<file path="config.mk">
export PLATFORM = sky130hd
export DESIGN_NAME = imem_loader
export DESIGN_NICKNAME = d
export VERILOG_FILES = /design/src/rtl/proc_pkg.sv /design/src/rtl/imem_regfile.sv /design/src/rtl/imem_loader.sv
export SDC_FILE = /design/constraint.sdc
export NUM_CORES = 1
export LEC_CHECK = 0
export CAP_MARGIN = 10
export CORE_ASPECT_RATIO = 2
export CORE_MARGIN = 2
export CORE_UTILIZATION = 55
export CTS_CLUSTER_SIZE = 12
export DETAILED_ROUTE_END_ITERATION = 8
export GPL_ROUTABILITY_DRIVEN = 0
export PLACE_DENSITY = 0.83
export SKIP_LAST_GASP = 1
export SLEW_MARGIN = 20
export SYNTH_ARGS = -nofsm -noshare
export SYNTH_HDL_FRONTEND = slang
export SYNTH_SLANG_ARGS = --single-unit
</file>
<file path="constraint.sdc">
create_clock -name clk -period 5.6 [get_ports clk]
set_input_delay 1.4 -clock clk [delete_from_list [all_inputs] [get_ports clk]]
set_output_delay 1.4 -clock clk [all_outputs]
set_load 0.01 [all_outputs]
</file>
<file path="src/rtl/proc_pkg.sv">
// Shared parameters and the loader state encoding for the accumulator processor.
// The instruction store and the program loader both import this package.
package proc_pkg;
  localparam int INSTR_W = 8;
  localparam int DEPTH   = 16;
  localparam int ADDR_W  = 4;
  localparam int MAX_LEN = 16;

  typedef enum logic [1:0] {
    S_HDR,
    S_DATA,
    S_SUM,
    S_RESP
  } ld_state_t;
endpackage

</file>
<file path="src/rtl/imem_regfile.sv">
// Instruction store: 16x8 flop array with one synchronous write port and one
// combinational read port. Reset clears every entry.
module imem_regfile
  import proc_pkg::*;
(
  input  logic               clk,
  input  logic               rst,
  input  logic               we,
  input  logic [ADDR_W-1:0]  waddr,
  input  logic [INSTR_W-1:0] wdata,
  input  logic [ADDR_W-1:0]  rd_index,
  output logic [INSTR_W-1:0] rd_instr
);
  logic [INSTR_W-1:0] mem [DEPTH];

  always_ff @(posedge clk or posedge rst) begin
    if (rst) begin
      for (int i = 0; i < DEPTH; i++) mem[i] <= '0;
    end else if (we) begin
      mem[waddr] <= wdata;
    end
  end

  // A read of the address being written returns the old value this cycle.
  assign rd_instr = mem[rd_index];
endmodule

</file>
<file path="src/rtl/imem_loader.sv">
// Program loader: receives a header/data/checksum byte frame and writes the
// instruction bytes into the store read by the control unit.
// state  | meaning
// S_HDR  | waiting for header byte N
// S_DATA | receiving N instruction bytes
// S_SUM  | waiting for the XOR checksum byte
// S_RESP | one-cycle response (done/err visible), in_ready low
module imem_loader
  import proc_pkg::*;
(
  input  logic               clk,
  input  logic               rst,
  input  logic               in_valid,
  input  logic [INSTR_W-1:0] in_data,
  output logic               in_ready,
  input  logic               abort,
  input  logic [ADDR_W-1:0]  rd_index,
  output logic [INSTR_W-1:0] rd_instr,
  output logic               prog_valid,
  output logic [4:0]         prog_len,
  output logic               busy,
  output logic               done,
  output logic               err
);
  ld_state_t          state_q, state_n;
  logic [4:0]         count_q, count_n;
  logic [ADDR_W-1:0]  idx_q, idx_n;
  logic [INSTR_W-1:0] csum_q, csum_n;
  logic               pv_n, done_n, err_n;
  logic [4:0]         len_n;
  logic               xfer, we;

  assign in_ready = (state_q != S_RESP) & ~abort;
  assign xfer     = in_valid & in_ready;
  assign busy     = (state_q != S_HDR);
  assign we       = xfer & (state_q == S_DATA);

  always_ff @(posedge clk or posedge rst) begin
    if (rst) begin
      state_q    <= S_HDR;
      count_q    <= '0;
      idx_q      <= '0;
      csum_q     <= '0;
      prog_valid <= 1'b0;
      prog_len   <= '0;
      done       <= 1'b0;
      err        <= 1'b0;
    end else begin
      state_q    <= state_n;
      count_q    <= count_n;
      idx_q      <= idx_n;
      csum_q     <= csum_n;
      prog_valid <= pv_n;
      prog_len   <= len_n;
      done       <= done_n;
      err        <= err_n;
    end
  end

  always_comb begin
    state_n = state_q;
    count_n = count_q;
    idx_n   = idx_q;
    csum_n  = csum_q;
    pv_n    = prog_valid;
    len_n   = prog_len;
    done_n  = 1'b0;
    err_n   = 1'b0;
    if (abort) begin
      // Abort drops the frame silently; partially written bytes stay in the store.
      state_n = S_HDR;
      if (state_q == S_DATA || state_q == S_SUM) pv_n = 1'b0;
    end else begin
      case (state_q)
        S_HDR: if (xfer) begin
          if (in_data == '0 || in_data > INSTR_W'(MAX_LEN)) begin
            err_n   = 1'b1;
            state_n = S_RESP;
          end else begin
            count_n = in_data[4:0];
            idx_n   = '0;
            csum_n  = '0;
            pv_n    = 1'b0;
            state_n = S_DATA;
          end
        end
        S_DATA: if (xfer) begin
          csum_n = csum_q ^ in_data;
          idx_n  = idx_q + 1'b1;
          if ({1'b0, idx_q} == count_q - 5'd1) state_n = S_SUM;
        end
        S_SUM: if (xfer) begin
          state_n = S_RESP;
          if (in_data == csum_q) begin
            done_n = 1'b1;
            pv_n   = 1'b1;
            len_n  = count_q;
          end else begin
            err_n = 1'b1;
          end
        end
        S_RESP:  state_n = S_HDR;
        default: state_n = S_HDR;
      endcase
    end
  end

  imem_regfile u_regfile (
    .clk      (clk),
    .rst      (rst),
    .we       (we),
    .waddr    (idx_q),
    .wdata    (in_data),
    .rd_index (rd_index),
    .rd_instr (rd_instr)
  );
endmodule

</file>
==> results of run 1 <==
-- per-stage QoR --
stage               setup slack [ns]  cells  hold slack [ns]  area [µm²]   util
floorplan                     0.0218    506            0.459        7490      -
global placement               0.541    664            0.471        7900  0.591
detailed placement             0.511    664            0.489        7900  0.591
CTS                            0.498    695            0.502        8510  0.637
global route                   0.461    695            0.515        8510  0.637
finish                         0.493    695            0.500        8510  0.637
-- cell families after synthesis --
logic type,count (synthesis),share of synthesized area
buffers and inverters,46,0.0301
AO/OA/AOI/OAI,32,0.0264
flip-flops,155,0.518
AND/OR/NAND/NOR,66,0.0545
adder cells (fa/ha/maj),10,0.0167
multiplexers,183,0.338
XOR/XNOR,14,0.0164
-- sequential cells by signal (all words and copies together) (netlist names) --
register / count
idx_q: 4
csum_q: 8
err: 1
count_q: 5
state_q: 2
prog_len: 5
u_regfile.mem: 128
done: 1
prog_valid: 1
-- power breakdown --
group | internal, W | switching, W
registers | 0.00132 | 0.000162
logic | 0.000375 | 0.000322
clock network | 0.000737 | 0.000448
total | 0.00243 | 0.000932
-- worst paths after layout --
path | to | slack [ns] | cells after the start
worst min register to register | u_regfile.mem[41]$_DFFE_PP0P_ | 0.50 | 1
worst min-delay path | u_regfile.mem[41]$_DFFE_PP0P_ | 0.50 | 1
worst max-delay path | rd_instr[3] | 0.49 | 5
max in group asynchronous | u_regfile.mem[76]$_DFFE_PP0P_ | 3.05 | 3
min in group asynchronous | u_regfile.mem[107]$_DFFE_PP0P_ | 1.55 | 2
worst max register to register | u_regfile.mem[113]$_DFFE_PP0P_ | 3.00 | 5
-- area by class of cell --
cell class | instances | area, µm² | share of cell area
clock buffers | 22 | 474 | 0.0557
multi-input cells | 305 | 3390 | 0.398
repair buffers | 39 | 395 | 0.0465
clock inverters | 9 | 136 | 0.0160
flip-flops and latches | 155 | 3880 | 0.456
inverters | 10 | 42.5 | 0.00500
well taps | 155 | 194 | 0.0228
-- metal layers --
layer / share of wire / global-route usage / routed length [µm] / vias up
met5: 0 / 0 / 0 / -
met4: 0.034 / 0.105 / 548 / 0
met3: 0.030 / 0.0449 / 491 / 38
met2: 0.56 / 0.419 / 8980 / 122
met1: 0.38 / 0.271 / 6090 / 2302
li1: - / - / - / 1905
-- cell usage in the layout (no fill, tap or decap), types with 6 or more instances in the layout --
| master | netlist | layout |
|---|---|---|
| clkbuf_16 | 0 | 17 |
| clkdlybuf4s50_1 | 0 | 32 |
| dfrtp_1 | 155 | 155 |
| ha_1 | 10 | 10 |
| inv_1 | 9 | 8 |
| mux2_1 | 9 | 9 |
| mux2_2 | 125 | 125 |
| mux2_4 | 6 | 6 |
| mux4_2 | 40 | 40 |
| nand2_1 | 19 | 19 |
| nor2_1 | 8 | 8 |
| o21ai_0 | 15 | 15 |
| xnor2_1 | 10 | 10 |
==> results.json, run 1 <==
{
  "rows": 60,
  "yosysMostFrequentCell": "dfrtp_1",
  "fmax_ghz": 0.196,
  "cp_max_fo": 32,
  "drv_cap": 0,
  "cts_root_buffer": "clkbuf_16",
  "synth_nets": 532,
  "syn_avg_cell_area_um2": 14.8,
  "synthCells": 506,
  "diodes": 0,
  "cts_hold_buf": 0,
  "rr_startpoint": "state_q[1]$_DFFE_PP0P_",
  "htreeDepth": 4,
  "grt_pass1_wl_um": 25900,
  "period_share": 0.912,
  "crit_path_top_delay_cell": "mux4_2",
  "synthTopCellsByArea": "dfrtp_1, mux2_2, mux4_2",
  "synthFlopType": "dfrtp_1",
  "antenna_found_initial": 0,
  "hold_viol_final": 0,
  "cp.arrival_ns": 3.71,
  "routed_via_density": 6.28,
  "slowest_delay_ns": 0.54,
  "grt_max_degree": 104,
  "finalSetupViolations": 0,
  "wire_per_inst_um": 23.2,
  "synth_edf_count": 0,
  "die_w_um": 86.5,
  "critical_path.startpoint": "rd_index[1]",
  "areaGrowthSynthToFinish_pct": 13.6,
  "clk_latency_ns": 0.42,
  "p_leak_nw": 4.00,
  "portBuffers": 33,
  "cp_cell_sequence": "clkdlybuf4s50_1 > buf_12 > mux4_2 > mux4_2 > clkdlybuf4s50_1",
  "drt_iter0_drc": 240,
  "slew_violations": 0,
  "drive_above_1_share": 0.413,
  "total_power_w": 0.00336,
  "design.core.area_mm2": 0.0134,
  "vias": 4367,
  "wirelength_um": 16100,
  "io_pins": 34,
  "skew_ns": 0.00865,
  "clockBufferDepth": 2,
  "worstHoldPathType": "register to register",
  "cts_tree": "done",
  "syn-cell-area_mm2": 0.00749,
  "ys_seq_area_frac": 0.518,
  "critPathTopFamily": "buffers and inverters",
  "grt_usage": 0.236,
  "ant_nets": 0,
  "cts_sinks": 155,
  "cp-start-kind": "primary input",
  "critical_path_class": "primary input to output port",
  "first_pass_iters": 4,
  "synth_async_sr_flop_share": 1.00,
  "yosysWarnings": 0,
  "die_y_um": 169,
  "rsz0062_at_grt": "false",
  "dp_hpwl_um": 10800,
  "synthDominantCellAreaShare": 0.518,
  "worst_setup_path_end_kind": "output port",
  "overflow": 0,
  "post_cts_buffers": 0,
  "pwr_density_cell_mw_per_mm2": 395,
  "cts_made_buffers": 17,
  "setup_tns_ns": 0,
  "grt_pass1_vias": 4848,
  "cp.required_ns": 4.20,
  "post_cts_resized": 0,
  "yosysUniqueCellTypes": 48,
  "drc": 0,
  "clkTransAtPathRegs_ns": 0.06,
  "floorplan.initialDensity": 0.561,
  "worst-path-buf-inv": 3,
  "ys_ff_latch": 155,
  "yosys.area.top_type": "dfrtp_1",
  "final_net_count": 554,
  "holdCritStartpoint": "u_regfile.mem[41]$_DFFE_PP0P_",
  "fillCellCount": 935,
  "synthTopCellsByCount": "dfrtp_1, mux2_2, mux4_2",
  "status": "complete, no violations",
  "worst_pin_slew_ns": 0.959,
  "ir_worst_vdd_uv": 236,
  "die_area_mm2": 0.0146,
  "min_period_ns": 5.11,
  "relSlewSlack": 0.357
}
(Power assumes the default switching activity.)
==> run 2: changes to the inputs <==
--- a/config.mk
+++ b/config.mk
@@ -13,6 +13,7 @@
 export DETAILED_ROUTE_END_ITERATION = 8
 export GPL_ROUTABILITY_DRIVEN = 0
 export PLACE_DENSITY = 0.83
+export RECOVER_POWER = 25
 export SKIP_LAST_GASP = 1
 export SLEW_MARGIN = 20
 export SYNTH_ARGS = -nofsm -noshare
==> constraint.sdc (replaced) <==
create_clock -name clk -period 5.6 [get_ports clk]
set_input_delay 1.4 -clock clk [delete_from_list [all_inputs] [get_ports clk]]
set_output_delay 1.4 -clock clk [all_outputs]
set_load 0.05 [all_outputs]
==> results.json, run 2 (synthesis gave the netlist of run 1 again) <==
{
  "status": "finished with violations",
  "violations": "max-capacitance violations, max-slew violations",
  "cp-start-kind": "primary input",
  "cts_root_buffer": "clkbuf_16",
  "slew_violations": 98,
  "finalSetupViolations": 0,
  "cp_max_fo": 25,
  "areaGrowthSynthToFinish_pct": 12.7,
  "htreeDepth": 4,
  "die_y_um": 169,
  "grt_pass1_vias": 4861,
  "period_share": 0.881,
  "floorplan.initialDensity": 0.561,
  "cts_made_buffers": 17,
  "hold_viol_final": 0,
  "drc": 0,
  "min_period_ns": 4.93,
  "antenna_found_initial": 0,
  "grt_max_degree": 98,
  "wire_per_inst_um": 23.6,
  "fmax_ghz": 0.203,
  "mostFrequentLayoutCell": "dfrtp_1",
  "final_cells": 696,
  "total_power_w": 0.00337,
  "drt_iter0_drc": 318,
  "relSlewSlack": -0.329,
  "skew_ns": 0.00593,
  "worstHoldPathCells": 1,
  "grt_usage": 0.247,
  "diodes": 0,
  "setup_tns_ns": 0,
  "placed_cells": 664,
  "final_net_count": 554,
  "grt_pass1_wl_um": 26900,
  "p_leak_nw": 4.00,
  "die_area_mm2": 0.0146,
  "fin_worst_hold_slack_ns": 0.489,
  "first_pass_iters": 4,
  "clockBufferDepth": 2,
  "worst_setup_path_end_kind": "output port",
  "pwr_density_cell_mw_per_mm2": 399,
  "worst_pin_slew_ns": 1.99,
  "cp.arrival_ns": 3.53,
  "worstHoldPathType": "register to register",
  "r2r_cells": 5,
  "die_w_um": 86.5,
  "post_cts_buffers": 0,
  "drive_above_1_share": 0.431,
  "io_pins": 34,
  "post_cts_resized": 0,
  "critical_path_class": "primary input to output port",
  "ir_worst_vdd_uv": 233,
  "rows": 60,
  "portBuffers": 33,
  "place_area_mm2": 0.00787,
  "routed_via_density": 6.33,
  "rsz0062_at_grt": "false",
  "ant_nets": 0,
  "overflow": 0,
  "cts_tree": "done",
  "dp_hpwl_um": 11200,
  "wirelength_um": 16400,
  "largest_reg_flops": 128,
  "cts_hold_buf": 0,
  "fillCellCount": 935,
  "design.core.area_mm2": 0.0134,
  "clk_latency_ns": 0.43,
  "regMostFlops": "u_regfile.mem",
  "drv_cap": 1,
  "most-common-layout-cells": "dfrtp_1, mux2_2, mux4_2",
  "cts_sinks": 155,
  "design_area_mm2": 0.00844,
  "cp.required_ns": 4.20,
  "vias": 4407,
  "clkTransAtPathRegs_ns": 0.07,
  "reg_top3": "u_regfile.mem (128), csum_q (8)"
}
## run 2: changes by cell type in the layout (fill, tap and decap cells not counted), sizes merged
cell,delta
inv,+7
bufinv,-2
clkbuf,-5
clkdlybuf4s50,-9
buf,+8
dlygate4sd3,+1
clkinvlp,+1
## run 2: power breakdown
group	leakage (nW)	total [W]	switching, W	internal, W
Combinational	1.60	0.000748	0.000379	0.000369
Sequential	2.12	0.00148	0.000165	0.00132
Clock	0.283	0.00114	0.000507	0.000630
## run 2: critical path, stage by stage
cell	delay, ns
clkdlybuf4s50_1	0.45
buf_4	0.36
buf_4	0.26
mux4_2	0.32
mux4_2	0.51
buf_4	0.21
## run 2: final timing paths
kind / start / end / slack, ns
max: rd_index[1] / rd_instr[2] / 0.67
min: u_regfile.mem[11]$_DFFE_PP0P_ / u_regfile.mem[11]$_DFFE_PP0P_ / 0.49
max reg2reg: state_q[1]$_DFFE_PP0P_ / u_regfile.mem[23]$_DFFE_PP0P_ / 2.95
min reg2reg: u_regfile.mem[11]$_DFFE_PP0P_ / u_regfile.mem[11]$_DFFE_PP0P_ / 0.49
max in group asynchronous: rst / u_regfile.mem[24]$_DFFE_PP0P_ / 2.29
min in group asynchronous: rst / u_regfile.mem[103]$_DFFE_PP0P_ / 2.04
## run 2: routing by layer
layer / GRT usage / wire length [µm] / part of all wire
met1: 0.280 / 5950 / 0.36
met2: 0.426 / 9130 / 0.56
met3: 0.0488 / 619 / 0.038
met4: 0.138 / 737 / 0.045
met5: 0 / 0 / 0
## run 2: stage by stage
| stage | setup slack [ns] | util |
|---|---|---|
| finish | 0.667 | 0.632 |
| global placement | 0.722 | 0.589 |
| global route | 0.604 | 0.632 |
| CTS | 0.637 | 0.632 |
| detailed placement | 0.654 | 0.589 |
| floorplan | 0.0218 | - |
## run 2: final cells by class
| class | instances | area, µm² | share of cell area |
|---|---|---|---|
| multi-input cells | 305 | 3390 | 0.401 |
| flip-flops and latches | 155 | 3880 | 0.459 |
| clock inverters | 15 | 153 | 0.0181 |
| clock buffers | 17 | 425 | 0.0504 |
| repair buffers | 39 | 363 | 0.0430 |
| inverters | 10 | 41.3 | 0.00489 |
| well taps | 155 | 194 | 0.0230 |
